===== src/rtl/cnn1d_pkg.sv =====
// Shared types and helpers for the 1-D CNN layer blocks.
// Holds the address-width helper and the parameter-loader state encoding.
package cnn1d_pkg;

  function automatic int clog2(input int value);
    int r;
    r = 0;
    for (int i = 0; i < 31; i++) begin
      if ((1 << i) < value) r = i + 1;
    end
    return r;
  endfunction

  typedef enum logic [2:0] {
    IDLE  = 3'd0,
    LOAD  = 3'd1,
    FLUSH = 3'd2,
    READY = 3'd3,
    DRAIN = 3'd4
  } conv1d_loader_state_t;

endpackage


===== src/rtl/conv1d_param_loader_if.sv =====
// Parameter-RAM read side, parameter-register write side and layer gating of the loader.
// The master modport belongs to the loader, the slave modport to the surrounding layer.
interface conv1d_param_loader_if #(
  parameter int ADDRESS_WIDTH = 5
);
  logic [ADDRESS_WIDTH-1:0] ram_address;
  logic                     ram_rden;
  logic                     param_we;
  logic [ADDRESS_WIDTH-1:0] param_sel;
  logic                     params_valid;
  logic                     load_done;
  logic                     reload_req;
  logic                     datapath_busy;

  modport master (
    output ram_address, ram_rden, param_we, param_sel, params_valid, load_done,
    input  reload_req, datapath_busy
  );

  modport slave (
    input  ram_address, ram_rden, param_we, param_sel, params_valid, load_done,
    output reload_req, datapath_busy
  );
endinterface


===== src/rtl/cnn1d_delay.sv =====
// Fixed-depth register delay line, async active-low reset; o_dat is i_dat delayed DEPTH cycles.
// No backpressure: shifts every cycle.
module cnn1d_delay #(
  parameter int WIDTH = 1,
  parameter int DEPTH = 1
) (
  input  logic             clk,
  input  logic             rst_n,
  input  logic [WIDTH-1:0] i_dat,
  output logic [WIDTH-1:0] o_dat
);
  logic [WIDTH-1:0] r_pipe [DEPTH];

  always_ff @(posedge clk or negedge rst_n) begin
    if (!rst_n) begin
      for (int i = 0; i < DEPTH; i++) r_pipe[i] <= '0;
    end else begin
      r_pipe[0] <= i_dat;
      for (int i = 1; i < DEPTH; i++) r_pipe[i] <= r_pipe[i-1];
    end
  end

  assign o_dat = r_pipe[DEPTH-1];
endmodule


===== src/rtl/conv1d_param_loader.sv =====
// Loads per-filter weight/bias words into the parameter registers, then raises params_valid.
// Runtime reload (READY -> DRAIN -> LOAD) only when CONV1D_PARAM_LOADER_RELOAD_EN is defined.
module conv1d_param_loader
  import cnn1d_pkg::*;
#(
  parameter int NUM_FILTERS   = 32,
  parameter int RAM_LATENCY   = 2,
  parameter int ADDRESS_WIDTH = (clog2(NUM_FILTERS) < 1) ? 1 : clog2(NUM_FILTERS)
) (
  input  logic                  clk,
  input  logic                  rst,
  conv1d_param_loader_if.master bus
);
  localparam int CNT_W = (clog2(RAM_LATENCY + 1) < 1) ? 1 : clog2(RAM_LATENCY + 1);
  localparam logic [ADDRESS_WIDTH-1:0] LAST_ADDR  = ADDRESS_WIDTH'(NUM_FILTERS - 1);
  localparam logic [CNT_W-1:0]         LAST_FLUSH = CNT_W'(RAM_LATENCY - 1);

  conv1d_loader_state_t     r_state;
  logic                     r_rden;
  logic [ADDRESS_WIDTH-1:0] r_addr;
  logic [CNT_W-1:0]         r_flush_cnt;
  logic                     r_valid;
  logic                     r_done;
  logic [ADDRESS_WIDTH:0]   w_dly_out;

  always_ff @(posedge clk or negedge rst) begin
    if (!rst) begin
      r_state     <= IDLE;
      r_rden      <= 1'b0;
      r_addr      <= '0;
      r_flush_cnt <= '0;
      r_valid     <= 1'b0;
      r_done      <= 1'b0;
    end else begin
      r_done <= 1'b0;
      case (r_state)
        IDLE: begin
          r_state <= LOAD;
          r_rden  <= 1'b1;
          r_addr  <= '0;
        end
        // Address holds at the last filter once reached; it never wraps.
        LOAD: begin
          if (r_addr == LAST_ADDR) begin
            r_state     <= FLUSH;
            r_rden      <= 1'b0;
            r_flush_cnt <= '0;
          end else begin
            r_addr <= r_addr + 1'b1;
          end
        end
        FLUSH: begin
          if (r_flush_cnt == LAST_FLUSH) begin
            r_state <= READY;
            r_valid <= 1'b1;
            r_done  <= 1'b1;
          end else begin
            r_flush_cnt <= r_flush_cnt + 1'b1;
          end
        end
`ifdef CONV1D_PARAM_LOADER_RELOAD_EN
        READY: begin
          if (bus.reload_req) begin
            r_state <= DRAIN;
            r_valid <= 1'b0;
          end
        end
        DRAIN: begin
          if (!bus.datapath_busy) begin
            r_state <= LOAD;
            r_rden  <= 1'b1;
            r_addr  <= '0;
          end
        end
`else
        READY: ;
`endif
        default: r_state <= IDLE;
      endcase
    end
  end

`ifndef CONV1D_PARAM_LOADER_RELOAD_EN
  wire w_unused = ^{bus.reload_req, bus.datapath_busy};
`endif

  // Read strobe/address ride the RAM latency to become the register write strobe/select.
  cnn1d_delay #(
    .WIDTH (ADDRESS_WIDTH + 1),
    .DEPTH (RAM_LATENCY)
  ) u_wr_dly (
    .clk   (clk),
    .rst_n (rst),
    .i_dat ({r_rden, r_addr}),
    .o_dat (w_dly_out)
  );

  assign bus.ram_address  = r_addr;
  assign bus.ram_rden     = r_rden;
  assign bus.param_we     = w_dly_out[ADDRESS_WIDTH];
  assign bus.param_sel    = w_dly_out[ADDRESS_WIDTH-1:0];
  assign bus.params_valid = r_valid;
  assign bus.load_done    = r_done;
endmodule


===== src/flat_wrapper.sv =====
// flat-port wrapper written by rule: the top's interface ports become plain ports
module conv1d_param_loader_flat import cnn1d_pkg::*;
#(
  parameter int NUM_FILTERS   = 32,
  parameter int RAM_LATENCY   = 2,
  parameter int ADDRESS_WIDTH = (clog2(NUM_FILTERS) < 1) ? 1 : clog2(NUM_FILTERS)
)
  (clk, rst, bus_ram_address, bus_ram_rden, bus_param_we, bus_param_sel, bus_params_valid, bus_load_done, bus_reload_req, bus_datapath_busy);
  conv1d_param_loader_if #(.ADDRESS_WIDTH(ADDRESS_WIDTH)) bus_i ();
  input  logic clk;
  input  logic rst;
  output wire logic [$bits(bus_i.ram_address)-1:0] bus_ram_address;
  output wire logic [$bits(bus_i.ram_rden)-1:0] bus_ram_rden;
  output wire logic [$bits(bus_i.param_we)-1:0] bus_param_we;
  output wire logic [$bits(bus_i.param_sel)-1:0] bus_param_sel;
  output wire logic [$bits(bus_i.params_valid)-1:0] bus_params_valid;
  output wire logic [$bits(bus_i.load_done)-1:0] bus_load_done;
  input wire logic [$bits(bus_i.reload_req)-1:0] bus_reload_req;
  input wire logic [$bits(bus_i.datapath_busy)-1:0] bus_datapath_busy;
  assign bus_ram_address = bus_i.ram_address;
  assign bus_ram_rden = bus_i.ram_rden;
  assign bus_param_we = bus_i.param_we;
  assign bus_param_sel = bus_i.param_sel;
  assign bus_params_valid = bus_i.params_valid;
  assign bus_load_done = bus_i.load_done;
  assign bus_i.reload_req = bus_reload_req;
  assign bus_i.datapath_busy = bus_datapath_busy;
  conv1d_param_loader #(.NUM_FILTERS(NUM_FILTERS), .RAM_LATENCY(RAM_LATENCY), .ADDRESS_WIDTH(ADDRESS_WIDTH)) u_core (.clk(clk), .rst(rst), .bus(bus_i));
endmodule

===== config.mk =====
export PLATFORM = sky130hd
export DESIGN_NAME = conv1d_param_loader_flat
export DESIGN_NICKNAME = d
export VERILOG_FILES = /design/src/rtl/cnn1d_pkg.sv /design/src/rtl/conv1d_param_loader_if.sv /design/src/rtl/cnn1d_delay.sv /design/src/rtl/conv1d_param_loader.sv /design/src/flat_wrapper.sv
export SDC_FILE = /design/constraint.sdc
export NUM_CORES = 1
export LEC_CHECK = 0
export ABC_AREA = 0
export BUFFER_PORTS_ARGS = -buffer_cell sky130_fd_sc_hd__buf_4
export CORE_MARGIN = 8
export CORE_UTILIZATION = 57
export DETAILED_ROUTE_END_ITERATION = 8
export PLACE_DENSITY = 0.81
export SYNTH_ARGS = -nofsm -noshare
export SYNTH_HDL_FRONTEND = slang
export SYNTH_HIERARCHICAL = 1
export SYNTH_SLANG_ARGS = --single-unit

===== constraint.sdc =====
create_clock -name clk -period 5.3 [get_ports clk]
set_clock_uncertainty 0.1 [all_clocks]
set_input_delay 1.06 -clock clk [delete_from_list [all_inputs] [get_ports clk]]
set_output_delay 1.06 -clock clk [all_outputs]
set_load 0.01 [all_outputs]

* Word level (Yosys, flattened, before mapping)
Index checks and enable logic that the tools add are counted.
** Storage, ports and cells
- Register bits after elaboration :: 25
** Operators by class
- $add $sub $neg :: 2
- Equal/unequal tests :: 9
- Muxes and demuxes :: 12
- Bitwise logic cells :: 1
- Reductions and logical operators :: 8
** Operator list (count)
- $pmux W3 S4 :: 1
- $pmux W5 S2 :: 1
- $eq A3 B2 Y1 const B :: 2
- $mux W3 :: 2
- $reduce_and A2 Y1 :: 3
- $reduce_and A3 Y1 :: 2
- $add A5 B1 Y5 const B :: 1
- $eq A5 B5 Y1 const B :: 1
- $mux W5 :: 1
- $mux W2 :: 2
- $ne A2 B1 Y1 const B :: 2
- $ne A2 B2 Y1 const B :: 2
- $pmux W2 S2 :: 1
- $reduce_bool A2 Y1 :: 2
- $eq A3 B1 Y1 const B :: 1
- $logic_not A3 Y1 :: 1
- $mux W1 :: 3
- $add A2 B1 Y2 const B :: 1
- $eq A2 B1 Y1 const B :: 1
- $pmux W1 S2 :: 1
- $not A1 Y1 :: 1

* Longest topological paths before layout
Gate-level depths: netlist of the first run.
- Depth in word-level cells :: 3
- Gate-level depth with buffers :: 7

* By module
The synthesis of the first run kept the hierarchy.
** By module, submodules not included
- conv1d_param_loader :: instances 1, cells each 62, area each 729.4 um2, seq. area each 300.3 um2
- cnn1d_delay :: instances 1, cells each 18, area each 345.3 um2, seq. area each 300.3 um2

* Worst setup path after synthesis of the first run
Ideal clock, no wire load.
- Kind :: reg2reg
- From :: reg u_core.r_addr[0] (netlist: u_core/bus.ram_address[0])
- To :: reg u_core.r_addr[4] (netlist: u_core/bus.ram_address[4])
- Library setup time :: 121 ps
- Arrival time :: 1654 ps
- Required time :: 5079 ps
- Setup slack :: 3425 ps
- Stages on the path, launching flop included :: 7
- Buffers on the path :: 1
- Path through :: dfrtp_1 ha_1 and3_1 ha_1 buf_6 mux2_4 a22o_1
** Between the ends
- Longest elaborated chain between the ends :: 3
- Elaborated cells between the ends (all ways) :: 6
** Ends and longest elaborated chain
- start: declaration :: RTL line conv1d_param_loader.sv:20 : logic [ADDRESS_WIDTH-1:0] r_addr;
- start signal: assignment :: RTL line conv1d_param_loader.sv:49 : r_addr <= r_addr + 1'b1;
- $add A5 B1 Y5 / $eq A5 B5 Y1 (equally long branches) :: RTL line conv1d_param_loader.sv:49, conv1d_param_loader.sv:44
- $mux W5 / $ne A2 B2 Y1 (equally long branches)
- $pmux W5 S2 / $reduce_and A2 Y1 (equally long branches)
Parallel ways exist; a longest one is shown, timed or not. The select of a mux whose other input is x is not followed.
A chain may end at the register's enable or synchronous reset.

* Worst setup path after layout of the first run
- From :: reg u_core.r_addr[2] (netlist: u_core/bus.ram_address[2])
- To :: out bus_ram_address[2]
** RTL lines
- end: declaration :: RTL line flat_wrapper.sv:12 : output wire logic [$bits(bus_i.ram_address)-1:0] bus_ram_address;
No word-level cell between the ends.

==> impl_metrics.yaml, run 1 <==
run_status:
  status: "finished clean"
routing:
  antenna_left: 0
  routed_wl_um: 1653
  viasPerCell: 5.267
  routed.top_layer: "met4"
  post-route-drc-count: 0
  drtIter0Drc: 19
  route.met3.wl_um: 147
  met2WireLength_um: 768
  firstDrtPassIters: 4
  met1Wirelength_um: 703
  via_count: 611
  wl_per_cell_um: 14.25
floorplan:
  dieArea_um2: 3531
  fp-row-count: 15
  dieWidth_um: 59.43
  coreArea_um2: 1745
  io_pins: 18
  fp.dieH_um: 59.43
  start_util_pct: 61.58
synth:
  ys_seq_elements: 24
  synth_cells: 80
  yosysWarnings: 6
  synth.distinct_cells: 27
  syn_nets: 92
  syn-cell-area_um2: 1075
  post_synth.cell_area_avg_um2: 13.43
  ys_seq_area_share_pct: 55.88
timing:
  holdWs_ps: 262.8
  fmax_ghz: 0.4723
  grt_setup_unrepaired: "no"
  slew-limit-headroom_pct: 73.18
  worst_pin_slew_ps: 402.4
  post-route-period-util_pct: 39.95
  finalMaxSlewViolations: 0
  finalSetupViolCount: 0
  setup_total_negative_slack_ps: 0
  hold_viol: 0
  min_period_ps: 2117
clock_network:
  cts_hold_buf: 0
  clkSlewWorstSetupHoldPaths_ps: 130
  post_cts_buffers: 0
  cts_tree: "built"
  cts_resized: 0
  clkLatencyLatePin_ps: 310
  clk_path_buf_depth: 2
  cts.sinks: 24
  cts_made_buffers: 3
  cts-root-buf: "clkbuf_4"
  cts-htree-levels: 1
setup_path:
  worst-path-max-fanout: 6
  critPathCapture: "bus_ram_address[2]"
  reg2reg_slack_ps: 3300
  crit_start: "u_core/bus.ram_address[2]"
  critPathTopFamily: "flip-flops"
  crit_type: "reg2out"
  critPathCaptureType: "output pin"
  reg2regPathDepth: 6
  slowest_delay_ps: 470
  r2r-start: "u_core/bus.ram_address[0]"
  required_ps: 4140
  timing.rr.end: "u_core/r_state[1]"
  worst-path-stages: 1
  cp-start-kind: "register"
  slowest_stage: "dfrtp_1"
  critical_path_buf_inv_count: 1
  crit_chain: "buf_4"
  cp.arrival_ps: 960
placed_design:
  gp_congestion: 0.7733
  port_buffers: 15
  dp.final_hpwl_um: 1230
finish:
  nets: 104
  layout_commonest_cell: "dfrtp_1"
  ff_latch_area_um2: 600.6
  final_cell_mix: "dfrtp_1 (24), buf_4 (15), ha_1 (8), inv_1 (5), a22o_1 (5)"
  layout-drive-gt1-share_pct: 29.67
  diodes: 0
  multi_input_area_um2: 391.6
  num-fill-cells: 126
  area_growth_pct: 10.83
global_route:
  grt_usage_pct: 10.47
  grt_pass1_vias: 636
  gr-total-overflow: 0
  grt_max_degree: 25
  antenna_found_initial: 0
  grt_pass1_wl_um: 2835
job:
  maxCapViolations: 0
hold_path:
  min_path_type: "reg2reg"
power_and_ir_drop:
  leakagePower_uw: 0.0004956
  ir_drop_uv: 105.8
  p_per_area_nw_per_um2: 235.6
## synth_stat cells
master | instances | share of area (%)
a2bb2oi_1 | 1 | 0.82
or2_2 | 1 | 0.58
o21bai_1 | 1 | 0.70
dfrtp_1 | 24 | 56
and2_1 | 1 | 0.58
mux2_4 | 2 | 2.8
xnor2_1 | 3 | 2.4
nand2_1 | 1 | 0.35
o211ai_1 | 2 | 1.4
buf_6 | 1 | 1.0
nor3_4 | 1 | 1.5
ha_1 | 8 | 9.3
nand2b_1 | 1 | 0.58
nand3_1 | 1 | 0.47
nand4b_1 | 1 | 0.82
nor2_1 | 3 | 1.0
inv_1 | 5 | 1.7
o22ai_1 | 1 | 0.58
a22o_1 | 5 | 4.1
nor2b_4 | 2 | 2.6
and3_1 | 1 | 0.58
mux2_2 | 1 | 1.0
buf_4 | 7 | 4.9
o21ai_0 | 2 | 0.93
and2_2 | 1 | 0.70
nor3b_1 | 1 | 0.70
mux2i_1 | 2 | 1.9
## logic make-up after synthesis
kind of cell	after synthesis	share of synthesized area, %
AO/OA/AOI/OAI	12	8.498
adder cells (fa/ha/maj)	8	9.314
AND/OR/NAND/NOR	15	10.48
buffers and inverters	13	7.683
multiplexers	5	5.704
flip-flops	24	55.88
XOR/XNOR	3	2.445
## flip-flops by register name, summed over array words and instances (netlist names)
name / count
u_core/bus.ram_rden: 1
u_core/u_wr_dly/r_pipe: 6
u_core/u_wr_dly/o_dat: 6
u_core/r_flush_cnt: 2
u_core/bus.params_valid: 1
u_core/bus.ram_address: 5
u_core/bus.load_done: 1
u_core/r_state: 2
## final cells by class
cell class | count | share of cell area (%)
flip-flops and latches | 24 | 50.42
repair buffers | 15 | 9.454
clock buffers | 4 | 3.046
inverters | 5 | 1.576
multi-input cells | 43 | 32.88
well taps | 25 | 2.626
## report_power, final
group          internal (uW)  switching, uW  leakage (uW)
Clock                   41.9           51.9     0.0000210
Sequential               183              0      0.000236
Combinational          0.503           3.22      0.000239
## stage by stage
stage          util, %  total power (uW)  cells  worst slack, ps  instance area [um^2]
3_5_place_dp     66.16             190.6    112             3322                  1155
2_1_floorplan        -             186.6     80             3425                  1075
3_3_place_gp     66.16             190.6    112             3310                  1155
5_1_grt          68.24             291.6    116             3133                  1191
6_report         68.24             280.6    116             3183                  1191
4_1_cts          68.24             282.7    116             3178                  1191
## worst min-delay path by stage
stage | startpoint | end | cells after the start
global placement | u_core/u_wr_dly/r_pipe[11] | u_core/u_wr_dly/o_dat[5] | 0
global route | u_core/u_wr_dly/r_pipe[9] | u_core/u_wr_dly/o_dat[3] | 0
floorplan | u_core/u_wr_dly/r_pipe[6] | u_core/u_wr_dly/o_dat[0] | 0
detailed placement | u_core/u_wr_dly/r_pipe[10] | u_core/u_wr_dly/o_dat[4] | 0
finish | u_core/u_wr_dly/r_pipe[10] | u_core/u_wr_dly/o_dat[4] | 0
CTS | u_core/u_wr_dly/r_pipe[10] | u_core/u_wr_dly/o_dat[4] | 0
## routing by layer
metal  track usage (%)  vias up
li1                  -      287
met1             12.52      300
met2             15.87       19
met3             4.121        5
met4             5.119        0
met5                 0        -
(Power assumes the default switching activity.)
==> run 2: changes to the inputs <==
--- a/config.mk
+++ b/config.mk
@@ -5,12 +5,12 @@
 export SDC_FILE = /design/constraint.sdc
 export NUM_CORES = 1
 export LEC_CHECK = 0
-export ABC_AREA = 0
+export ABC_AREA = 1
 export BUFFER_PORTS_ARGS = -buffer_cell sky130_fd_sc_hd__buf_4
 export CORE_MARGIN = 8
-export CORE_UTILIZATION = 57
+export CORE_UTILIZATION = 53
 export DETAILED_ROUTE_END_ITERATION = 8
-export PLACE_DENSITY = 0.81
+export PLACE_DENSITY = 0.76
 export SYNTH_ARGS = -nofsm -noshare
 export SYNTH_HDL_FRONTEND = slang
 export SYNTH_HIERARCHICAL = 1
==> constraint.sdc (replaced) <==
create_clock -name clk -period 2 [get_ports clk]
set_clock_uncertainty 0.1 [all_clocks]
set_input_delay 0.4 -clock clk [delete_from_list [all_inputs] [get_ports clk]]
set_output_delay 0.4 -clock clk [all_outputs]
set_load 0.01 [all_outputs]
==> run 2 against run 1 <==
Effect of this change:
- die area rose by 1.1%
- wire length is 1.9% higher
- cell count rose by 21%
- sequential share of layout area increased by 1.2 points
- first-iteration DRC count is 53% lower
- register-to-register slack lost 3000 ps
- highest routed layer unchanged
- synthesized cell count is 24% higher
- global-route usage is essentially flat
- utilization down 6.5 points
- setup slack worse by 2900 ps
- via count grew 8.0%
- critical endpoint is now u_core/r_flush_cnt[0]
- cell area is 2.4% lower
==> impl_metrics.yaml, run 2 <==
floorplan:
  fp-row-count: 16
  io_pins: 18
  coreArea_um2: 1882
  dieArea_um2: 3571
  fp.dieH_um: 59.76
  dieWidth_um: 59.76
  start_util_pct: 53.92
finish:
  layout-drive-gt1-share_pct: 24.78
  diodes: 0
  layout_commonest_cell: "dfrtp_1"
  nets: 126
  final_cell_mix: "dfrtp_1 (24), nand2_1 (23), buf_4 (15), nor2_1 (9)"
  area_growth_pct: 14.55
synth:
  synthFlopType: "dfrtp_1"
  synth_edf_count: 0
  post_synth.cell_area_avg_um2: 10.25
  synth_commonest_cells: "dfrtp_1 (24), nand2_1 (23), nor2_1 (9), ha_1 (8), inv_1 (8)"
  synth.distinct_cells: 16
  yosysWarnings: 6
  yosysTopAreaCellShare_pct: 59.19
  ys_seq_elements: 24
  synth_area_leaders: "dfrtp_1 (59%), ha_1 (9.9%), nand2_1 (8.5%)"
  async_reset_ff_share_pct: 100.0
  syn-cell-area_um2: 1015
  synth_cells: 99
  ys_seq_area_share_pct: 59.19
  synth_top_area_cell: "dfrtp_1"
  yosysMostFrequentCell: "dfrtp_1"
  syn_nets: 111
global_route:
  gr-total-overflow: 0
  grt_pass1_vias: 641
  antenna_found_initial: 0
  grt_pass1_wl_um: 2697
  grt_max_degree: 25
  grt_usage_pct: 10.44
setup_path:
  critPathCaptureType: "register"
  cp.arrival_ps: 1860
  cp-start-kind: "register"
  required_ps: 2120
  r2r-start: "u_core/bus.ram_address[0]"
  timing.rr.end: "u_core/r_flush_cnt[0]"
  crit_type: "reg2reg"
  worst-path-max-fanout: 7
  reg2regPathDepth: 9
  reg2reg_slack_ps: 270
placed_design:
  place_ws_ps: 295.0
  port_buffers: 15
  dp.final_hpwl_um: 1210
  gp_congestion: 0.8038
clock_network:
  cts_made_buffers: 3
  cts_resized: 0
  clkSlewWorstSetupHoldPaths_ps: 130
  cts.sinks: 24
  cts_hold_buf: 1
  post_cts_buffers: 0
  cts-htree-levels: 1
  cts_tree: "built"
  clk_path_buf_depth: 2
  clkLatencyLatePin_ps: 310
  cts-root-buf: "clkbuf_4"
timing:
  slew-limit-headroom_pct: 80.44
  finalSetupViolCount: 0
  hold_viol: 0
  finalMaxSlewViolations: 0
  grt_setup_unrepaired: "no"
  setup_total_negative_slack_ps: 0
  setup_ws_ps: 267.0
  fmax_ghz: 0.5770
  worst_pin_slew_ps: 293.4
  min_period_ps: 1733
  post-route-period-util_pct: 86.65
routing:
  antenna_left: 0
  drtIter0Drc: 9
  via_count: 660
  firstDrtPassIters: 4
  post-route-drc-count: 0
  viasPerCell: 4.714
  routed_wl_um: 1685
  wl_per_cell_um: 12.04
hold_path:
  min_from: "u_core/u_wr_dly/r_pipe[10]"
  hold_path_end: "u_core/u_wr_dly/o_dat[4]"
  whs_path_depth: 0
  min_path_type: "reg2reg"
run_status:
  status: "finished clean"
power_and_ir_drop:
  p_per_area_nw_per_um2: 644.6
  ir_drop_uv: 360.2
  leakagePower_uw: 0.0005781
job:
  maxCapViolations: 0
run 2: through the flow:
stage / util, % / hold slack (ps) / std cells / area (um^2) / power, uW
CTS: 61.77 / 264.0 / 140 / 1162 / 758.0
floorplan: - / 4.409 / 99 / 1015 / 494.6
global placement: 59.31 / 207.9 / 135 / 1116 / 505.0
global route: 61.77 / 275.0 / 140 / 1162 / 778.0
finish: 61.77 / 259.0 / 140 / 1162 / 749.3
detailed placement: 59.31 / 212.7 / 135 / 1116 / 505.4
run 2: worst max-delay path by stage:
stage	from	endpoint	slack [ps]	depth (start not counted)
3_5_place_dp	u_core/bus.ram_address[0]	u_core/r_flush_cnt[0]	300	9
2_1_floorplan	u_core/bus.ram_address[0]	u_core/bus.ram_address[3]	410	10
6_report	u_core/bus.ram_address[0]	u_core/r_flush_cnt[0]	270	9
5_1_grt	u_core/bus.ram_address[0]	u_core/r_state[0]	80	9
4_1_cts	u_core/bus.ram_address[0]	u_core/r_flush_cnt[1]	280	9
3_3_place_gp	u_core/bus.ram_address[0]	u_core/r_state[1]	350	9
run 2: kinds of logic after synthesis:
group	count (synthesis)	share of synthesized area, %
AND/OR/NAND/NOR	44	19.11
buffers and inverters	17	8.508
flip-flops	24	59.19
adder cells (fa/ha/maj)	8	9.865
AO/OA/AOI/OAI	6	3.328
run 2: worst max-delay path, stage by stage (launching register included):
cell and delay (ps):
dfrtp_1 460, ha_1 200, nand2_1 70, nor2_1 130, ha_1 260, inv_2 50, nand2_2 130, nand3_1 120
nand2_1 80, nand2_1 50
run 2: area by class of cell:
class	instances	area [um^2]
fill	177	719.4
sequential	24	600.6
multi-input combinational	58	327.8
timing repair buffer	16	122.6
inverter	11	41.29
clock buffer	4	36.28
tap	27	33.78
run 2: report_power, final:
part / leakage, uW / switching, uW / internal, uW
Sequential: 0.000236 / 0 / 485
Combinational: 0.000321 / 8.93 / 2.60
Clock: 0.0000210 / 141 / 111
run 2: metal layers:
layer  track usage (%)  wire [um]
met5                 0          0
met4             6.122         23
met3             2.581         74
met2             18.92        851
met1             10.44        735
